<file path="src/rtl/sixteen_bit_seq_multiplier_if.sv">
// Operand/result bus for the sequential 16x16 multiplier.
interface sixteen_bit_seq_multiplier_if;
    logic        start;
    logic        signed_op;
    logic [15:0] a;
    logic [15:0] b;
    logic        busy;
    logic        done;
    logic [31:0] product;

    modport master (
        output start, signed_op, a, b,
        input  busy, done, product
    );

    modport slave (
        input  start, signed_op, a, b,
        output busy, done, product
    );
endinterface

</file>
<file path="src/rtl/sixteen_bit_seq_multiplier.sv">
// Sequential shift-add 16x16 multiplier (signed or unsigned) built around a
// single 16-bit ripple adder; one iteration per clock, 16 iterations per op.

// 16-bit ripple-carry adder with carry out and signed overflow flag.
module sixteen_bit_adder (
    input  logic [15:0] a,
    input  logic [15:0] b,
    input  logic        c_in,
    output logic [15:0] sum,
    output logic        c_out,
    output logic        overflow
);
    logic [16:0] carry;

    assign carry[0] = c_in;

    generate
        for (genvar gi = 0; gi < 16; gi++) begin : g_bit
            assign sum[gi]        = a[gi] ^ b[gi] ^ carry[gi];
            assign carry[gi + 1]  = (a[gi] & b[gi]) | (carry[gi] & (a[gi] ^ b[gi]));
        end
    endgenerate

    assign c_out    = carry[16];
    assign overflow = carry[16] ^ carry[15];
endmodule

module sixteen_bit_seq_multiplier (
    input  logic                               clk,
    input  logic                               reset,
    sixteen_bit_seq_multiplier_if.slave        bus
);
    typedef enum logic [1:0] {
        IDLE = 2'd0,
        RUN  = 2'd1,
        DONE = 2'd2
    } state_t;

    state_t      state_reg;
    state_t      state_next;
    logic [3:0]  count_reg;
    logic [31:0] acc_reg;
    logic [15:0] mcand_reg;
    logic [15:0] mplier_reg;
    logic        neg_reg;
    logic [31:0] product_reg;

    logic [15:0] add_sum;
    logic        add_c_out;
    logic [31:0] acc_shift;
    logic [31:0] result;
    logic [15:0] a_mag;
    logic [15:0] b_mag;

    // Operand magnitudes; 0x8000 negates to itself, which is the correct
    // unsigned magnitude of -32768.
    assign a_mag = (bus.signed_op & bus.a[15]) ? (~bus.a + 16'd1) : bus.a;
    assign b_mag = (bus.signed_op & bus.b[15]) ? (~bus.b + 16'd1) : bus.b;

    // Upper accumulator half plus multiplicand; carry becomes bit 32.
    sixteen_bit_adder u_adder (
        .a        (acc_reg[31:16]),
        .b        (mcand_reg),
        .c_in     (1'b0),
        .sum      (add_sum),
        .c_out    (add_c_out),
        .overflow ()
    );

    // Accumulator after this edge's add-and-shift.
    assign acc_shift = mplier_reg[0] ? {add_c_out, add_sum, acc_reg[15:1]}
                                     : {1'b0, acc_reg[31:1]};
    assign result    = neg_reg ? (~acc_shift + 32'd1) : acc_shift;

    // State register.
    always_ff @(posedge clk) begin
        if (reset) begin
            state_reg <= IDLE;
        end else begin
            state_reg <= state_next;
        end
    end

    // Next-state logic: DONE always lasts a single cycle.
    always_comb begin
        state_next = state_reg;
        case (state_reg)
            IDLE:    if (bus.start) state_next = RUN;
            RUN:     if (count_reg == 4'd15) state_next = DONE;
            DONE:    state_next = IDLE;
            default: state_next = IDLE;
        endcase
    end

    // Datapath: operand capture in IDLE, one shift-add per RUN cycle,
    // product load on the final iteration.
    always_ff @(posedge clk) begin
        if (reset) begin
            count_reg   <= 4'd0;
            acc_reg     <= 32'd0;
            mcand_reg   <= 16'd0;
            mplier_reg  <= 16'd0;
            neg_reg     <= 1'b0;
            product_reg <= 32'd0;
        end else begin
            case (state_reg)
                IDLE: begin
                    if (bus.start) begin
                        count_reg  <= 4'd0;
                        acc_reg    <= 32'd0;
                        mcand_reg  <= a_mag;
                        mplier_reg <= b_mag;
                        neg_reg    <= bus.signed_op & (bus.a[15] ^ bus.b[15]);
                    end
                end
                RUN: begin
                    acc_reg    <= acc_shift;
                    mplier_reg <= {1'b0, mplier_reg[15:1]};
                    count_reg  <= count_reg + 4'd1;
                    if (count_reg == 4'd15) begin
                        product_reg <= result;
                    end
                end
                default: begin
                end
            endcase
        end
    end

    assign bus.busy    = (state_reg != IDLE);
    assign bus.done    = (state_reg == DONE);
    assign bus.product = product_reg;
endmodule

</file>
<file path="src/flat_wrapper.sv">
// flat-port wrapper written by rule: the top's interface ports become plain ports
module sixteen_bit_seq_multiplier_flat 
  (clk, reset, bus_start, bus_signed_op, bus_a, bus_b, bus_busy, bus_done, bus_product);
  sixteen_bit_seq_multiplier_if bus_i ();
  input  logic clk;
  input  logic reset;
  input wire logic [$bits(bus_i.start)-1:0] bus_start;
  input wire logic [$bits(bus_i.signed_op)-1:0] bus_signed_op;
  input wire logic [$bits(bus_i.a)-1:0] bus_a;
  input wire logic [$bits(bus_i.b)-1:0] bus_b;
  output wire logic [$bits(bus_i.busy)-1:0] bus_busy;
  output wire logic [$bits(bus_i.done)-1:0] bus_done;
  output wire logic [$bits(bus_i.product)-1:0] bus_product;
  assign bus_i.start = bus_start;
  assign bus_i.signed_op = bus_signed_op;
  assign bus_i.a = bus_a;
  assign bus_i.b = bus_b;
  assign bus_busy = bus_i.busy;
  assign bus_done = bus_i.done;
  assign bus_product = bus_i.product;
  sixteen_bit_seq_multiplier u_core (.clk(clk), .reset(reset), .bus(bus_i));
endmodule
</file>
<file path="config.mk">
export PLATFORM = sky130hd
export DESIGN_NAME = sixteen_bit_seq_multiplier_flat
export DESIGN_NICKNAME = d
export VERILOG_FILES = /design/src/rtl/sixteen_bit_seq_multiplier_if.sv /design/src/rtl/sixteen_bit_seq_multiplier.sv /design/src/flat_wrapper.sv
export SDC_FILE = /design/constraint.sdc
export NUM_CORES = 1
export LEC_CHECK = 0
export ABC_AREA = 1
export CAP_MARGIN = 20
export CORE_ASPECT_RATIO = 0.8
export CORE_UTILIZATION = 30
export DETAILED_ROUTE_END_ITERATION = 6
export DONT_BUFFER_PORTS = 1
export HOLD_SLACK_MARGIN = 0.05
export PLACE_DENSITY = 0.53
export SYNTH_ARGS = -nofsm -noshare
export SYNTH_HDL_FRONTEND = slang
export SYNTH_SLANG_ARGS = --single-unit
</file>
<file path="constraint.sdc">
create_clock -name clk -period 9.4 [get_ports clk]
set_clock_uncertainty 0.15 [all_clocks]
set_input_delay 0.47 -clock clk [delete_from_list [all_inputs] [get_ports clk]]
set_output_delay 0.47 -clock clk [all_outputs]
set_load 0.02 [all_outputs]
</file>
==> metrics <==
Synth warnings 0; share of cells above drive strength 1 5.916%; post-synthesis sequential area ratio 34.26%; Setup CP Type reg -> reg; Die Y 128.1 µm; Mapped Area 5961 µm²; post-route cell area 6506 µm²; crit path launch type register; Iteration-0 DRC Markers 322; H-tree lvl count 3; multi-input logic area 3272 µm²; Tmin final 7.305 ns; Tightest Hold Check Type in -> reg; Worst-path clk slew 0.08 ns; DP HPWL 10.97 mm; drt first pass iters 5; cell type with the largest total area after synthesis dfxtp_1; sequential cell area 2042 µm²; Total Routing Usage GR 15.96%; DRC 0; status finished, final reports clean; Yosys reg bits 102; Syn-to-layout area delta 9.152%; distinct cell type count of the synthesized netlist 40; Synth Instances 894; clock sinks 102; top cells by area, synth dfxtp_1 (34%), nand2_1 (15%), inv_1 (7.4%), a21oi_1 (6.5%), nor2_1 (5.5%); Mean Syn Cell Area 6.667 µm²; worst slack at placement 2.020 ns; instance area at placement 6166 µm²; Worst-Skew Late Latency 0.35 ns; Root Buffer clkbuf_16; CP peak stage delay 0.40 ns; worst slew pin tran 0.7906 ns; Final TNS setup 0 ns; Fillers 2119; max frequency 136.9 MHz; total congestion overflow 0; Hold Fails Final Rpt 0; RSZ-0062 raised after global routing false; Nets 930; first-pass GRT wire length 26.15 mm; final setup margin 2.095 ns; n_diodes 0; Syn Nets 950; Top cell by count, worst path fa_1; Slew headroom 47.23%; maximum vdd ir drop 108.7 µV; Crit. End Element register; DRT antenna net count 0; CP required 9.50 ns; final setup fails 0; Via Count 5383; CTS Buf Count 9; CTS tree built; Max Cap Viol 0; full die area 20440 µm²; final hold slack 0.1145 ns; routability cong. 0.7976; I/O pin cnt 70; placement row count 45; antenna violations before repair 0; pin count of the biggest net entering global routing 65; post-CTS resize count 0; share of Yosys cell area claimed by the top area cell type 34.26%; core area 19200 µm²; WP data arrival 7.40 ns; most common cell after layout, fill and taps aside nand2_1; Die Wd 159.6 µm; Largest register FFs 32; Bufs on Longest Clock Path 2; period utilisation layout 77.72%; Slew Limit Fails 0; leak pwr 2.725 nW; # Post-CTS Setup Buffers 0; I/O Buffers 0; DR WL/cell 13.68 µm; starting density of the core 31.05%; commonest non-fill, non-tap cells in the layout nand2_1 (234), inv_1 (117), dfxtp_1 (102), nor2_1 (86), a21oi_1 (78); final wirelength 15.56 mm; pwr/cell area 151.9 nW/µm²; CP max-delay cell fa_1; vias per cell 4.734; CP Max Fanout 4; vias in the first global route 5002
[Yosys cell counts (all sizes together)]
cell type and count:
dfxtp 102, inv 120, or2 5, a221oi 3
fa 15, clkinv 1, o221ai 3, xnor2 2
xor2 22, ha 5, o21ai 67, o211ai 1
clkbuf 24, a21o 1, a31oi 11, nand3b 2
nor2 92, o21bai 2, a211oi 2, a22oi 5
nand3 55, nand4 11, nand2 236, a21oi 78
o2111ai 1, o31ai 1, buf 17, nor3 10
[worst max-delay path: cells and delay by family, from the launching register on]
family | cells | cell delay, ns
AOI/OAI and AO/OA | 1 | 0.14
adders and majority gates | 16 | 5.72
buffers and inverters | 4 | 0.21
DFF | 1 | 0.38
and+or+nand+nor | 9 | 0.60
[report_power, final]
part           leakage [nW]  total (mW)  internal [mW]  switching (mW)
sequential            0.829       0.455          0.446         0.00829
clock                 0.145       0.374          0.189           0.185
combinational          1.75       0.159         0.0505           0.109
[what timing repair did]
action	CTS	global route
endpoints found under the hold margin	47	0
endpoints found under the setup margin	0	0
hold buffers	3	0
[cell families after synthesis]
group                    count (synthesis)  synth area share [%]
buffers and inverters                  162                 11.02
adder cells (fa/ha/maj)                 20                 6.087
XOR/XNOR                                24                 3.526
AND/OR/NAND/NOR                        411                 28.55
AO/OA/AOI/OAI                          175                 16.56
flip-flops                             102                 34.26
[metal layers]
layer / vias to the layer above / track usage, % / share of wire, %
met2: 107 / 25.12 / 44
met1: 2449 / 22.27 / 49
met3: 6 / 3.559 / 5.6
li1: 2821 / - / -
met5: - / 0 / 0
met4: 0 / 3.394 / 0.71
[path summary, 6_finish.rpt]
path                                          from                endpoint  slack (ns)  cells after the start
worst max-delay path            u_core.acc_reg[16]  u_core.bus.product[31]        2.09                     30
worst min-delay path                     bus_a[15]    u_core.mcand_reg[15]        0.11                      2
worst max register to register  u_core.acc_reg[16]  u_core.bus.product[31]        2.09                     30
worst min register to register   u_core.acc_reg[1]       u_core.acc_reg[1]        0.31                      2
[per-stage QoR]
stage | utilization (%) | total power [mW] | instances
6_report | 33.89 | 0.9882 | 1137
5_1_grt | 33.89 | 1.041 | 1137
4_1_cts | 33.89 | 1.000 | 1137
3_5_place_dp | 32.11 | 0.6186 | 1118
3_3_place_gp | 31.97 | 0.6165 | 1117
2_1_floorplan | - | 0.5896 | 894
[area by class of cell]
class | instances | share of cell area [%]
Multi-Input combinational cell | 630 | 50.29
Sequential cell | 102 | 31.38
Inverter | 121 | 7.019
Tap cell | 258 | 4.962
Clock buffer | 9 | 3.462
Timing Repair Buffer | 10 | 1.731
Clock inverter | 7 | 1.154
(Power assumes the default switching activity.)
